[src/rtl/usb_packet_assembler.sv]
`default_nettype none
// ============================================================================
// Module      : usb_packet_assembler
// Description : Builds USB full-speed packets from a decoded, unstuffed bit
//               stream. Captures the PID and a 64-bit little-endian payload
//               window, checks PID/CRC5/CRC16 and emits a one-cycle DONE.
// Revision    : 1.0 - initial release
// ============================================================================
module usb_packet_assembler #(
    parameter bit DROP_BAD_CRC = 1'b1,
    parameter int MAX_BYTES    = 15
) (
    input  logic        clk,
    input  logic        rst,        // asynchronous, active-low
    input  logic        bit_valid,
    input  logic        bit_in,
    input  logic        sop,
    input  logic        eop,
    input  logic        dir_in,
    output logic [2:0]  usb_state,
    output logic [7:0]  pid,
    output logic [63:0] data,
    output logic [3:0]  byte_cnt,
    output logic        crc_ok,
    output logic        host_dir,
    output logic        pkt_err
);

    localparam logic [2:0]  c_st_idle    = 3'd0;
    localparam logic [2:0]  c_st_pid     = 3'd1;
    localparam logic [2:0]  c_st_payload = 3'd2;
    localparam logic [2:0]  c_st_error   = 3'd3;
    localparam logic [2:0]  c_st_done    = 3'd4;

    localparam logic [4:0]  c_crc5_res   = 5'b01100;
    localparam logic [15:0] c_crc16_res  = 16'h800D;
    localparam logic [3:0]  c_max_bytes  = 4'(MAX_BYTES);

    logic [2:0]  r_state;
    logic [7:0]  r_pid_sh;
    logic [3:0]  r_pid_bits;
    logic [7:0]  r_byte_sh;
    logic [2:0]  r_bit_pos;
    logic [3:0]  r_nbytes;
    logic [63:0] r_data_sh;
    logic [4:0]  r_crc5;
    logic [15:0] r_crc16;
    logic        r_host_dir;
    logic [7:0]  r_pid;
    logic [63:0] r_data;
    logic [3:0]  r_byte_cnt;
    logic        r_crc_ok;
    logic        r_pkt_err;

    logic        w_pid_bit;
    logic [7:0]  w_pid_next;
    logic [3:0]  w_pid_bits_next;
    logic        w_pay_bit;
    logic [7:0]  w_byte_sh_next;
    logic [2:0]  w_bit_pos_next;
    logic        w_byte_done;
    logic [3:0]  w_nbytes_next;
    logic [63:0] w_data_next;
    logic [4:0]  w_crc5_next;
    logic [15:0] w_crc16_next;
    logic [7:0]  w_eval_pid;
    logic        w_pid_ok;
    logic        w_len_ok;
    logic        w_crc_pass;
    logic        w_eop_done;

    // Next-value view of the PID and payload collectors, so that a bit and an
    // eop arriving together are judged on the post-bit counters.
    assign w_pid_bit       = (r_state == c_st_pid) && bit_valid;
    assign w_pid_next      = w_pid_bit ? {bit_in, r_pid_sh[7:1]} : r_pid_sh;
    assign w_pid_bits_next = r_pid_bits + 4'(w_pid_bit);

    assign w_pay_bit      = (r_state == c_st_payload) && bit_valid;
    assign w_byte_sh_next = w_pay_bit ? {bit_in, r_byte_sh[7:1]} : r_byte_sh;
    assign w_bit_pos_next = r_bit_pos + 3'(w_pay_bit);
    assign w_byte_done    = w_pay_bit && (r_bit_pos == 3'd7);
    assign w_nbytes_next  = (w_byte_done && (r_nbytes != c_max_bytes)) ?
                            r_nbytes + 4'd1 : r_nbytes;

    assign w_eval_pid = (r_state == c_st_pid) ? w_pid_next : r_pid_sh;
    assign w_pid_ok   = (w_eval_pid[7:4] == ~w_eval_pid[3:0]);

    // Payload shadow: only the first eight bytes are kept, later bytes still
    // feed the CRC checkers.
    always_comb begin
        w_data_next = r_data_sh;
        if (w_byte_done && (r_nbytes < 4'd8))
            w_data_next[{r_nbytes[2:0], 3'b000} +: 8] = w_byte_sh_next;
    end

    // Serial CRC LFSRs, shifting MSB-ward with the incoming bit as feedback.
    always_comb begin
        w_crc5_next  = r_crc5;
        w_crc16_next = r_crc16;
        if (w_pay_bit) begin
            w_crc5_next  = {r_crc5[3:0], 1'b0} ^
                           ((r_crc5[4] ^ bit_in) ? 5'b00101 : 5'b00000);
            w_crc16_next = {r_crc16[14:0], 1'b0} ^
                           ((r_crc16[15] ^ bit_in) ? 16'h8005 : 16'h0000);
        end
    end

    // End-of-packet verdict by PID class: length rule plus the matching CRC.
    always_comb begin
        w_len_ok   = 1'b1;
        w_crc_pass = 1'b1;
        if (w_eval_pid[1:0] == 2'b01) begin
            w_len_ok   = (w_nbytes_next == 4'd2);
            w_crc_pass = (w_crc5_next == c_crc5_res);
        end else if ((w_eval_pid[3:0] == 4'h3) || (w_eval_pid[3:0] == 4'hB)) begin
            w_len_ok   = (w_nbytes_next >= 4'd2);
            w_crc_pass = (w_crc16_next == c_crc16_res);
        end else if ((w_eval_pid[3:0] == 4'h2) || (w_eval_pid[3:0] == 4'hA) ||
                     (w_eval_pid[3:0] == 4'hE)) begin
            w_len_ok   = (w_nbytes_next == 4'd0);
        end
        w_eop_done = w_pid_ok && (w_bit_pos_next == 3'd0) && w_len_ok &&
                     (w_crc_pass || !DROP_BAD_CRC);
    end

    // Packet FSM; sop from any state restarts collection without DONE/pkt_err.
    always_ff @(posedge clk or negedge rst) begin
        if (!rst) begin
            r_state    <= c_st_idle;
            r_pid_sh   <= 8'h00;
            r_pid_bits <= 4'd0;
            r_byte_sh  <= 8'h00;
            r_bit_pos  <= 3'd0;
            r_nbytes   <= 4'd0;
            r_data_sh  <= 64'h0;
            r_crc5     <= 5'h00;
            r_crc16    <= 16'h0000;
            r_host_dir <= 1'b0;
            r_pid      <= 8'h00;
            r_data     <= 64'h0;
            r_byte_cnt <= 4'd0;
            r_crc_ok   <= 1'b0;
            r_pkt_err  <= 1'b0;
        end else begin
            r_pkt_err <= 1'b0;
            if (sop) begin
                r_state    <= c_st_pid;
                r_host_dir <= dir_in;
                r_pid_sh   <= 8'h00;
                r_pid_bits <= 4'd0;
                r_byte_sh  <= 8'h00;
                r_bit_pos  <= 3'd0;
                r_nbytes   <= 4'd0;
                r_data_sh  <= 64'h0;
                r_crc5     <= 5'h1F;
                r_crc16    <= 16'hFFFF;
            end else begin
                case (r_state)
                    c_st_idle: begin
                        r_state <= c_st_idle;
                    end
                    c_st_pid: begin
                        r_pid_sh   <= w_pid_next;
                        r_pid_bits <= w_pid_bits_next;
                        if (eop) begin
                            if ((w_pid_bits_next == 4'd8) && w_eop_done) begin
                                r_state    <= c_st_done;
                                r_pid      <= w_eval_pid;
                                r_data     <= w_data_next;
                                r_byte_cnt <= w_nbytes_next;
                                r_crc_ok   <= w_crc_pass;
                            end else begin
                                r_state   <= c_st_error;
                                r_pkt_err <= 1'b1;
                            end
                        end else if (w_pid_bits_next == 4'd8) begin
                            if (w_pid_ok) begin
                                r_state <= c_st_payload;
                            end else begin
                                r_state   <= c_st_error;
                                r_pkt_err <= 1'b1;
                            end
                        end
                    end
                    c_st_payload: begin
                        r_byte_sh <= w_byte_sh_next;
                        r_bit_pos <= w_bit_pos_next;
                        r_nbytes  <= w_nbytes_next;
                        r_data_sh <= w_data_next;
                        r_crc5    <= w_crc5_next;
                        r_crc16   <= w_crc16_next;
                        if (eop) begin
                            if (w_eop_done) begin
                                r_state    <= c_st_done;
                                r_pid      <= w_eval_pid;
                                r_data     <= w_data_next;
                                r_byte_cnt <= w_nbytes_next;
                                r_crc_ok   <= w_crc_pass;
                            end else begin
                                r_state   <= c_st_error;
                                r_pkt_err <= 1'b1;
                            end
                        end
                    end
                    c_st_error: begin
                        if (eop)
                            r_state <= c_st_idle;
                    end
                    c_st_done: begin
                        r_state <= c_st_idle;
                    end
                    default: begin
                        r_state <= c_st_idle;
                    end
                endcase
            end
        end
    end

    assign usb_state = r_state;
    assign pid       = r_pid;
    assign data      = r_data;
    assign byte_cnt  = r_byte_cnt;
    assign crc_ok    = r_crc_ok;
    assign host_dir  = r_host_dir;
    assign pkt_err   = r_pkt_err;

endmodule
`default_nettype wire

[config.mk]
export PLATFORM = sky130hd
export DESIGN_NAME = usb_packet_assembler
export DESIGN_NICKNAME = d
export VERILOG_FILES = /design/src/rtl/usb_packet_assembler.sv
export SDC_FILE = /design/constraint.sdc
export NUM_CORES = 1
export LEC_CHECK = 0
export BUFFER_PORTS_ARGS = -buffer_cell sky130_fd_sc_hd__buf_2
export CORE_UTILIZATION = 53
export CTS_CLUSTER_DIAMETER = 80
export DETAILED_ROUTE_END_ITERATION = 10
export GPL_ROUTABILITY_DRIVEN = 0
export PLACE_DENSITY = 0.73
export SYNTH_ARGS = -nofsm -noshare
export SYNTH_HDL_FRONTEND = slang
export SYNTH_SLANG_ARGS = --single-unit
[constraint.sdc]
create_clock -name clk -period 3.53 [get_ports clk]
set_clock_uncertainty 0.05 [all_clocks]
set_input_delay 0.706 -clock clk [delete_from_list [all_inputs] [get_ports clk]]
set_output_delay 0.706 -clock clk [all_outputs]
set_load 0.05 [all_outputs]
; Word-level counts from Yosys, hierarchy flattened
; Index checks and enable logic that the tools add are counted.
[classes]
addsub = 4
order_cmp = 2
n_eq_ne = 23
shift = 2
n_mux = 67
n_bitwise = 6
reduce_logical = 19
[ops]
columns = operator, count
row1 = $mux 64, 7
row2 = $pmux 64 s2, 1
row3 = $mux 8, 10
row4 = $bwmux 64, 1
row5 = $mux 16, 4
row6 = $shift 8x8->64 const A, 1
row7 = $shiftx 8x8->64, 1
row8 = $mux 4, 9
row9 = $mux 3, 10
row10 = $mux 1, 17
row11 = $eq 16x16->1 const B, 1
row12 = $eq 4x4->1 const B, 4
row13 = $pmux 8 s2, 1
row14 = $xor 16x16->16, 1
row15 = $mux 5, 3
row16 = $eq 4x2->1 const B, 3
row17 = $logic_and 1x1->1, 9
row18 = $pmux 3 s3, 1
row19 = $neg 6->8, 1
row20 = $pmux 4 s2, 1
row21 = $eq 3x2->1 const B, 2
row22 = $ne 2x2->1 const B, 3
row23 = $ne 3x3->1 const B, 2
row24 = $reduce_and 6->1, 1
row25 = other kinds (23), 29
[totals]
register_bits = 194
word_cells = 138

; Logic depth before layout (Yosys ltp)
; Gate-level depths: netlist (run 1).
[depth]
word_depth = 17
depth_mapped = 18
ltp_nobuf = 11

; Worst setup path before layout (run 1)
; Ideal clock, no wire load.
[synth_path]
path_kind = flip-flop to flip-flop
startpoint = register r_state[2], in the netlist usb_state[2]
endpoint = register r_pid[0], in the netlist pid[0]
arrival_time_ns = 3.650
slack_ns = -0.296
stages_incl_launch_ff = 16
n_path_buf = 6
path_cell_list = dfrtp_1 > nand4bb_1 > buf_4 > inv_2 > buf_6 > clkbuf_1 > clkbuf_1 > ha_1 > ha_1 > nor3_1 > nand2b_1 > a2111oi_4 > nand4_2 > buf_4 > buf_6 > mux2_4
[synth_between]
elab_chain_cells = 15
word_cells_on_any_way = 51
cone_classes = add/sub: 2 / order compare: 1 / eq/ne: 17 / mux: 15 / bitwise: 1 / reduce/logical: 15
[synth_rtl]
columns = item, line
row1 = start: declaration, 39  ; logic [2:0] r_state;
row2 = start signal: assignment, 129  ; r_state <= c_st_idle;
row3 = start signal: assignment, 147  ; r_state <= c_st_pid;
row4 = start signal: assignment, 160  ; r_state <= c_st_idle;
row5 = $eq 3x1->1, "74, 85, 158"
row6 = $logic_and 1x1->1, 74  ; assign w_pid_bit = (r_state == c_st_pid) && bit_valid;
row7 = $mux 8, 75  ; assign w_pid_next = w_pid_bit ? {bit_in, r_pid_sh[7:1]} : r_pid_sh;
row8 = $mux 8, -
row9 = $eq 4x2->1 / $eq 4x4->1 (equally long branches), 118  ; end else if ((w_eval_pid[3:0] == 4'h2) || (w_eval_pid[3:0] == 4'hA) ||
row10 = $logic_or 1x1->1 (2 in series), 118
row11 = $mux 1, 118
row12 = $mux 1, 115  ; end else if ((w_eval_pid[3:0] == 4'h3) || (w_eval_pid[3:0] == 4'hB)) begin
row13 = $mux 1, 112  ; if (w_eval_pid[1:0] == 2'b01) begin
row14 = $logic_and 1x1->1 (2 in series), 122  ; w_eop_done = w_pid_ok && (w_bit_pos_next == 3'd0) && w_len_ok &&
row15 = $logic_and 1x1->1, 166  ; if ((w_pid_bits_next == 4'd8) && w_eop_done) begin
row16 = $ne 2x1->1 (no source line), -
row17 = $reduce_and 6->1 (no source line), -
row18 = end signal: assignment, 168  ; r_pid <= w_eval_pid;
row19 = end signal: assignment, 195  ; r_pid <= w_eval_pid;
row20 = end: declaration, 49  ; logic [7:0] r_pid;
; Parallel ways exist; a longest one is shown, timed or not. The select of a mux whose other input is x is not followed.
; A chain may end at the register's enable or synchronous reset.

; Worst setup path in the final report (run 1)
[layout_path]
startpoint = register r_nbytes[0]
endpoint = register r_data[40], in the netlist data[40]
[layout_between]
elab_chain_cells = 12
word_cells_on_any_way = 28
cone_classes = add/sub: 2 / order compare: 2 / eq/ne: 4 / shift: 2 / mux: 11 / reduce/logical: 7
[layout_rtl]
columns = item, line
row1 = start: declaration, 44  ; logic [3:0] r_nbytes;
row2 = start signal: assignment, 188  ; r_nbytes <= w_nbytes_next;
row3 = branches (longest 12 deep; another with $add 4x1->4), -
row4 = end signal: assignment, 169  ; r_data <= w_data_next;
row5 = end signal: assignment, 196  ; r_data <= w_data_next;
row6 = end: declaration, 50  ; logic [63:0] r_data;
; Several ways; the timed one is not identified. The select of a mux whose other input is x is not followed.

==> out/metrics.yaml, run 1 <==
run_status:
  outcome: "completed"
layout:
  fin_nets: 944
  final.fill_count: 1251
  seq_area_um2: 4860
  multiInputGateArea_um2: 3090
  drive_above_1_share: 0.177
  fin_util: 0.629
  synthToLayoutAreaGrowth_pct: 16.0
  num_antenna_cells: 0
worst_setup_path:
  reg2regPathDepth: 9
  path_class: "flop to flop"
  critPathArrivalTime_ns: 3.61
  slowest_stage: "a2111oi_4"
  critPathLaunchType: "flop"
  rr_endpoint: "data[40]"
  cp_num_buf_inv: 1
  reg2reg_slack_ns: 0.18
  cp_top_family: "simple AND/OR/NAND/NOR gates"
  path_cells: "ha_1 > and3_1 > or4_1 > a221o_1 > a2111oi_4 > nand4_4 > buf_12 > nand2_1 > o21ai_0"
  worstReg2RegStart: "r_nbytes[0]"
  critPathCaptureType: "flop"
  max_stage_delay_ns: 0.49
  worstPathRequired_ns: 3.79
  cp_max_fo: 96
power_and_ir_drop:
  internal_power_w: 0.00324
  switchingPower_w: 0.00105
  p_leak_nw: 4.61
  pwr_density_cell_nw_per_um2: 451
  clock_power_share: 0.434
  swShare: 0.245
  seqPwrFrac: 0.523
  peakVddDrop_mv: 0.351
  combPwrFrac: 0.042
grt:
  grt_pass1_vias: 5723
  met1_usage: 0.326
  antenna_found_initial: 0
  grt-ovfl-total: 0
  grt_pass1_wl_um: 28900
  top_usage_layer: "met2"
  grt_max_degree: 97
  grt_usage: 0.231
  met3_usage: 0.0498
  met2_usage: 0.364
die:
  core_um2: 15100
  start_util: 0.542
  die_h_um: 126
  die_x_um: 126
  placementRows: 45
  die-area_um2: 16000
  ios: 89
routing:
  ant_nets: 0
  drtIter0Drc: 538
  wl_per_cell_um: 15.0
  vias: 6138
  drt_first_pass_iters: 4
  routed_wl_um: 17000
  via_per_inst: 5.43
  drcViolationCount: 0
clock_tree:
  cts_hold_buf: 0
  clock_path_buffers: 2
  cts.clk_slew.worst_paths_ns: 0.08
  cts_max_level: 4
  cts-root-buf: "clkbuf_16"
  numCtsBuffers: 17
  cts_tree: "done"
  clkLatencyLatePin_ns: 0.43
  cts_resized: 0
  post_cts_buffers: 0
  cts_num_sinks: 194
placed_design:
  dp_hpwl_um: 10900
  place.port_buffers: 88
synth:
  synth_fp_nets: 858
  synth_edf_count: 0
  synth_area_um2: 8210
  ys_async_sr_fraction: 1.00
  yosysWarningCount: 0
  synth_cells: 844
  synth-seq-cells: 194
  synth_cell_type_count: 56
  ys_seq_area_frac: 0.592
  synth_top_flop_cell: "dfrtp_1"
  syn_area_per_cell_um2: 9.72
run:
  max-cap-violations: 0
timing:
  setup_viol: 0
  finalHoldViolations: 0
  fmaxAchievable_mhz: 298
  slew_violations: 0
  min_period_ns: 3.35
  finalCritPeriodShare: 0.950
  rsz0062_at_grt: "false"
  worst_pin_slew_ns: 1.03
  tns_ns: 0
  maxSlewHeadroom: 0.315
min_path:
  hold_path.class: "input port to async pin"
[per-layer routing]
| layer | up-vias | routed length (µm) |
|---|---|---|
| met5 | - | 0 |
| li1 | 3018 | - |
| met1 | 2990 | 8060 |
| met4 | 0 | 163 |
| met2 | 118 | 8150 |
| met3 | 12 | 640 |
[sequential cells by signal, indices dropped and copies added, names as in the netlist]
signal and cells:
pid 8, r_nbytes 4, byte_cnt 4, host_dir 1
r_pid_bits 4, r_byte_sh 8, crc_ok 1, usb_state 3
r_bit_pos 3, pkt_err 1, r_data_sh 64, r_pid_sh 8
r_crc16 16, r_crc5 5, data 64
[worst max path at each step]
stage / from / endpoint / slack (ns) / cells after the start
floorplan: bit_valid / pid[0] / 0.007 / 16
global placement: bit_valid / data[33] / 0.13 / 11
detailed placement: bit_valid / data[51] / 0.06 / 9
CTS: r_nbytes[0] / data[62] / 0.19 / 9
global route: r_nbytes[0] / data[37] / 0.009 / 9
finish: r_nbytes[0] / data[40] / 0.18 / 9
[worst register-to-register path, cell delays in order (launching register included)]
cell and delay (ns):
dfrtp_1 0.44, ha_1 0.29, and3_1 0.22, or4_1 0.47, a221o_1 0.39, a2111oi_4 0.49
nand4_4 0.31, buf_12 0.29, nand2_1 0.20, o21ai_0 0.08
[power by group through the flow]
| stage | Clock, W | Combinational [W] | Sequential, W |
|---|---|---|---|
| floorplan | 0 | 0.0000866 | 0.00231 |
| global placement | 0 | 0.000184 | 0.00229 |
| detailed placement | 0 | 0.000185 | 0.00229 |
| CTS | 0.00190 | 0.000186 | 0.00225 |
| global route | 0.00200 | 0.000204 | 0.00225 |
| finish | 0.00187 | 0.000182 | 0.00225 |
[metrics by stage]
step | cells | power, W | setup slack, ns | hold WS (ns) | cell area, µm²
3_3_place_gp | 1099 | 0.00247 | 0.134 | 0.398 | 8930
3_5_place_dp | 1099 | 0.00248 | 0.0612 | 0.397 | 8930
2_1_floorplan | 844 | 0.00239 | 0.00726 | 0.360 | 8220
5_1_grt | 1131 | 0.00445 | 0.00878 | 0.261 | 9520
6_report | 1131 | 0.00430 | 0.176 | 0.232 | 9520
4_1_cts | 1131 | 0.00433 | 0.192 | 0.245 | 9520
[cell usage after synthesis, types with 3 or more instances]
cell | number | area (µm²)
a21oi_1 | 58 | 290
and3_1 | 3 | 18.8
and4_1 | 3 | 26.3
buf_4 | 4 | 30.0
buf_6 | 3 | 33.8
clkbuf_1 | 42 | 158
dfrtp_1 | 194 | 4850
ha_1 | 7 | 87.6
inv_1 | 9 | 33.8
mux2_4 | 3 | 45.0
mux2i_1 | 25 | 250
nand2_1 | 138 | 518
nand2b_1 | 8 | 50.1
nand3_1 | 25 | 125
nand3b_1 | 3 | 22.5
nand4_1 | 5 | 31.3
nor2_1 | 149 | 559
nor3_1 | 7 | 35.0
nor3b_1 | 5 | 37.5
nor4_1 | 4 | 25.0
nor4b_1 | 4 | 35.0
o211ai_1 | 5 | 37.5
o21ai_0 | 58 | 290
o21ai_1 | 30 | 150
xnor2_1 | 4 | 35.0
xor2_1 | 9 | 78.8
[layout make-up]
type                    instances  share of cell area
well taps                     188              0.0247
multi-input cells             588               0.325
clock buffers                  18              0.0461
flip-flops and latches        194               0.510
repair buffers                119              0.0743
inverters                      10             0.00394
clock inverters                14              0.0156
[cell usage in the layout, fill, tap and decap left out, types with 3 or more instances in the layout]
cell        netlist  routed
a21oi_1          58      58
and3_1            3       3
and4_1            3       3
buf_2             1      87
buf_4             4      29
clkbuf_16         0      17
clkinv_4          0       3
clkinv_8          0       4
clkinvlp_4        0       3
dfrtp_1         194     191
dfrtp_2           0       3
ha_1              7       7
inv_1             9       9
inv_6             0       4
mux2_4            3       3
mux2i_1          25      25
nand2_1         138     138
nand2b_1          8       8
nand3_1          25      25
nand3b_1          3       3
nand4_1           5       5
nor2_1          149     149
nor3_1            7       7
nor3b_1           5       5
nor4_1            4       4
nor4b_1           4       4
o211ai_1          5       5
o21ai_0          58      58
o21ai_1          30      30
xnor2_1           4       4
xor2_1            9       9
[cell families after synthesis]
group	after synthesis	synth area share
compound gates	171	0.116
xor+xnor	14	0.0166
fa+ha+maj	7	0.0107
buf+inv	62	0.0331
flops	194	0.592
mux	29	0.0374
simple gates	367	0.194
Note: power is estimated with default switching activity, not from simulation.
==> run 2: changes to the inputs <==
Settings changed: CORE_UTILIZATION 53 to 63, MAX_ROUTING_LAYER set to met4, PLACE_DENSITY 0.73 to 0.82, SKIP_LAST_GASP set to 1.
Clock period 3.53 ns to 3.95 ns, I/O delays scaled along.
==> run 2 against run 1 <==
  * Global-route usage increased by 7.1 points
  * Critical endpoint is now pid[0]
  * Largest power group unchanged
  * First-iteration DRC count decreased by 0.93%
  * Critical path type unchanged
  * Clock-buffer cell count up 3
  * Sequential share of layout area rose by 0.56 points
==> out/metrics.yaml, run 2 (synthesis results as in run 1) <==
run_status:
  outcome: "completed"
clock_tree:
  cts_num_sinks: 194  # unchanged
  cts.clk_slew.worst_paths_ns: 0.07  # about the same
  numCtsBuffers: 17  # unchanged
  clock_path_buffers: 2  # unchanged
  post_cts_buffers: 0  # unchanged
  cts_tree: "done"
  cts_hold_buf: 0  # unchanged
  cts_resized: 0  # unchanged
  clkLatencyLatePin_ns: 0.43  # about the same
  cts_max_level: 4  # unchanged
  cts-root-buf: "clkbuf_16"
timing:
  finalHoldViolations: 0  # unchanged
  slew_violations: 0  # unchanged
  maxSlewHeadroom: 0.291  # -0.0238
  setup_viol: 0  # unchanged
  min_period_ns: 3.57  # +0.211 ns
  tns_ns: 0  # unchanged
  worst_pin_slew_ns: 1.03  # +0.00620 ns
  fmaxAchievable_mhz: 280  # -5.9%
  finalCritPeriodShare: 0.903  # -0.0475
  rsz0062_at_grt: "false"
routing:
  drtIter0Drc: 533  # -0.93%
  routed_wl_um: 18200  # +7.0%
  vias: 6397  # +4.2%
  ant_nets: 0  # unchanged
  drcViolationCount: 0  # unchanged
  wl_per_cell_um: 16.5  # +9.9%
  via_per_inst: 5.81  # +7.1%
  drt_first_pass_iters: 6  # +2
grt:
  grt_max_degree: 104  # +7.2%
  grt_pass1_wl_um: 29900  # +3.5%
  grt-ovfl-total: 0  # unchanged
  grt_usage: 0.302  # +0.0709
  antenna_found_initial: 0  # unchanged
  grt_pass1_vias: 6163  # +7.7%
die:
  die_x_um: 116  # -8.1%
  die_h_um: 116  # -8.1%
  die-area_um2: 13500  # -16%
  core_um2: 12700  # -16%
  ios: 89  # unchanged
  start_util: 0.648  # +0.106
  placementRows: 41  # -8.9%
layout:
  fin_cells: 1101  # -2.7%
  seq_area_um2: 4850  # about the same
  num_antenna_cells: 0  # unchanged
  final.fill_count: 863  # -31%
  fin_nets: 931  # -1.4%
  synthToLayoutAreaGrowth_pct: 14.7
  mostFrequentLayoutCell: "dfrtp_1"
  finish.instance_area_um2: 9410  # -1.2%
  multiInputGateArea_um2: 3090  # unchanged
  drive_above_1_share: 0.159  # -0.0178
  mostFrequentLayoutCells: "dfrtp_1 (194), nor2_1 (149), nand2_1 (138)"
power_and_ir_drop:
  pwr_density_cell_nw_per_um2: 412  # -8.8%
  power.total_w: 0.00387  # -9.8%
  peakVddDrop_mv: 0.285  # -19%
  p_leak_nw: 4.57  # -0.90%
placed_design:
  place.port_buffers: 88  # unchanged
  placed_cell_area_um2: 8820  # -1.2%
  dp.cells: 1070  # -2.6%
  dp_hpwl_um: 11800  # +7.8%
worst_setup_path:
  critPathArrivalTime_ns: 3.83  # +0.22 ns
  cp_max_fo: 12  # -88%
  worstPathRequired_ns: 4.21  # +0.42 ns
  critPathLaunchType: "flop"
  critPathCaptureType: "flop"
  path_class: "flop to flop"
min_path:
  hold_path.class: "input port to async pin"
run:
  max-cap-violations: 0  # unchanged
-- run 2: power by group --
part	total [W]	switching [W]	leakage [nW]	internal (W)
clock	0.00170	0.000732	0.285	0.000971
combinational	0.000159	0.000116	1.71	0.0000432
sequential	0.00201	0.0000119	2.58	0.00200
-- run 2: path summary, 6_finish.rpt --
kind	startpoint	to	slack, ns	cells after the start
worst max-delay path	r_nbytes[0]	pid[0]	0.38	9
worst min-delay path	rst	r_pid_sh[4]	0.40	1
worst max register to register	r_nbytes[0]	pid[0]	0.38	9
worst min register to register	crc_ok	crc_ok	0.42	1
max in group asynchronous	rst	r_crc5[4]	2.52	2
min in group clk	crc_ok	crc_ok	0.42	1
-- run 2: per-stage QoR --
step	setup slack (ns)	hold WS, ns	utilization
after global routing	0.174	0.429	0.743
after CTS	0.429	0.420	0.743
final	0.385	0.401	0.743
after detailed placement	0.315	0.401	0.696
after global placement	0.460	0.401	0.696
after floorplan	0.124	0.417	-
-- run 2: layer usage --
metal | track usage | share of wire
met2 | 0.481 | 0.51
met3 | 0.0472 | 0.049
met1 | 0.388 | 0.42
met5 | - | 0
met4 | 0.131 | 0.025
-- run 2: final cells by class --
cell class                      instances  share of cell area
Sequential cell                       194               0.516
Multi-Input combinational cell        588               0.329
Timing Repair Buffer                  106              0.0661
Clock buffer                           21              0.0489
Tap cell                              172              0.0229
Clock inverter                         10              0.0133
Inverter                               10             0.00399
-- run 2: critical path: stages, from the launching register on --
cell,delay (ns)
dfrtp_1,0.55
inv_1,0.17
ha_1,0.42
nand2_1,0.07
or4_1,0.40
a221o_1,0.39
a2111oi_4,0.52
nand4_4,0.32
buf_4,0.27
mux2_4,0.29
==> run 3: changes to the inputs <==
Settings changed: CORE_UTILIZATION 63 to 55, PLACE_DENSITY 0.82 to 0.72.
==> run 3 against run 2 <==
  * Critical path depth did not move
  * Non-clock buffer count fell by 3
  * Sequential power hardly changed
  * Die area rose by 14%
  * Flip-flop and latch count did not move
  * Register-to-register slack gained 0.12 ns
  * Critical path type unchanged
==> out/metrics.yaml, run 3 (synthesis results as in run 1) <==
die:
  die_h_um: 124  # +6.9%
  die_x_um: 124  # +6.9%
  start_util: 0.565  # -0.0830
  die-area_um2: 15400  # +14%
  placementRows: 44  # +7.3%
  core_um2: 14500  # +15%
  ios: 89  # unchanged
worst_setup_path:
  critPathArrivalTime_ns: 3.71  # -0.12 ns
  cp_top_family: "compound AO/OA/AOI/OAI gates"
  slowest_stage: "dfrtp_1"
  cp_num_buf_inv: 2  # unchanged
  cp_max_fo: 91  # +79
  worstPathRequired_ns: 4.21  # about the same
  rr_endpoint: "pid[0]"
  max_stage_delay_ns: 0.56  # about the same
  path_class: "flop to flop"
  reg2regPathDepth: 9  # unchanged
  path_cells: "inv_1 > ha_1 > nand2_1 > or4_1 > a221o_1 > a2111oi_4 > nand4_4 > buf_12 > mux2_4"
  worstReg2RegStart: "r_nbytes[0]"
  critPathCaptureType: "flop"
  reg2reg_slack_ns: 0.50  # +0.12 ns
  critPathLaunchType: "flop"
routing:
  wl_per_cell_um: 15.9  # -3.8%
  vias: 6218  # -2.8%
  drcViolationCount: 0  # unchanged
  drtIter0Drc: 399  # -25%
  drt_first_pass_iters: 5  # -1
  routed_wl_um: 17700  # -3.0%
  ant_nets: 0  # unchanged
  via_per_inst: 5.60  # -3.6%
timing:
  slew_violations: 0  # unchanged
  finalCritPeriodShare: 0.873  # -0.0293
  finalHoldViolations: 0  # unchanged
  min_period_ns: 3.45  # -0.116 ns
  fmaxAchievable_mhz: 290  # +3.4%
  whs_ns: 0.400  # -0.000899 ns
  tns_ns: 0  # unchanged
  worst_pin_slew_ns: 0.963  # -0.0699 ns
  rsz0062_at_grt: "false"
  maxSlewHeadroom: 0.339  # +0.0479
  setup_viol: 0  # unchanged
layout:
  mostFrequentLayoutCells: "dfrtp_1 (194), nor2_1 (149), nand2_1 (138)"
  final.fill_count: 1184  # +37%
  synthToLayoutAreaGrowth_pct: 14.7  # about the same
  seq_area_um2: 4850  # unchanged
  fin_nets: 928  # -0.32%
  mostFrequentLayoutCell: "dfrtp_1"
  multiInputGateArea_um2: 3090  # unchanged
  drive_above_1_share: 0.159  # -0.000564
  num_antenna_cells: 0  # unchanged
clock_tree:
  clkLatencyLatePin_ns: 0.43  # about the same
  cts.clk_slew.worst_paths_ns: 0.07  # about the same
  clock_path_buffers: 2  # unchanged
  cts_tree: "done"
  cts_max_level: 4  # unchanged
  cts_num_sinks: 194  # unchanged
  numCtsBuffers: 17  # unchanged
  post_cts_buffers: 0  # unchanged
  cts-root-buf: "clkbuf_16"
  cts_hold_buf: 0  # unchanged
  cts_resized: 0  # unchanged
grt:
  grt_pass1_wl_um: 29000  # -3.2%
  met3_usage: 0.0389  # -0.00830
  met1_usage: 0.335  # -0.0528
  grt-ovfl-total: 0  # unchanged
  grt_max_degree: 102  # -1.9%
  top_usage_layer: "met2"
  grt_usage: 0.253  # -0.0485
  antenna_found_initial: 0  # unchanged
  met2_usage: 0.394  # -0.0870
  grt_pass1_vias: 5867  # -4.8%
run_status:
  outcome: "completed"
power_and_ir_drop:
  pwr_density_cell_nw_per_um2: 416  # +1.1%
  p_leak_nw: 4.57  # -0.12%
  peakVddDrop_mv: 0.303  # +6.4%
min_path:
  hold_path.class: "input port to async pin"
placed_design:
  place.port_buffers: 88  # unchanged
  dp_hpwl_um: 11400  # -3.0%
run:
  max-cap-violations: 0  # unchanged
## run 3: cell count changes in the layout (fill, tap and decap cells not counted), sizes merged
cell / delta
buf: -3
bufinv: +1
clkbuf: -3
clkinv: +2
clkinvlp: +1
inv: -1
## run 3: layout make-up
cell class,count,share of cell area
clock buffer,18,0.0466
tap,184,0.0245
inverter,10,0.00399
clock inverter,13,0.0170
sequential,194,0.516
multi-input combinational,588,0.329
timing repair buffer,103,0.0637
## run 3: metrics by stage
step / util / power, W / setup WS (ns) / std cells / instance area [µm²]
3_3_place_gp: 0.607 / 0.00220 / 0.476 / 1079 / 8820
2_1_floorplan: - / 0.00214 / 0.124 / 844 / 8210
4_1_cts: 0.648 / 0.00395 / 0.540 / 1110 / 9420
3_5_place_dp: 0.607 / 0.00221 / 0.442 / 1079 / 8820
6_report: 0.648 / 0.00392 / 0.500 / 1110 / 9420
5_1_grt: 0.648 / 0.00405 / 0.323 / 1110 / 9420
## run 3: how the worst max path moves through the flow
stage,depth (start not counted),end,startpoint,slack [ns]
floorplan,15,pid[0],usb_state[2],0.12
global placement,8,pid[1],bit_valid,0.48
detailed placement,8,pid[0],bit_valid,0.44
CTS,9,pid[0],r_nbytes[0],0.54
global route,9,usb_state[0],r_nbytes[0],0.32
finish,9,pid[0],r_nbytes[0],0.50
## run 3: layer usage
metal	up-vias	part of all wire
met5	-	0
met4	0	0.022
met3	28	0.038
met2	138	0.48
met1	3068	0.46
li1	2984	-
## run 3: worst register-to-register path, cell delays in order, from the launching register on
cell and delay (ns):
dfrtp_1 0.56, inv_1 0.17, ha_1 0.42, nand2_1 0.07, or4_1 0.40, a221o_1 0.38, a2111oi_4 0.48, nand4_4 0.19
buf_12 0.25, mux2_4 0.36
## run 3: power by group
part | internal (W) | switching, W | total [W]
clock | 0.00101 | 0.000735 | 0.00175
combinational | 0.0000424 | 0.000118 | 0.000160
sequential | 0.00200 | 0.0000124 | 0.00201
total | 0.00305 | 0.000866 | 0.00392
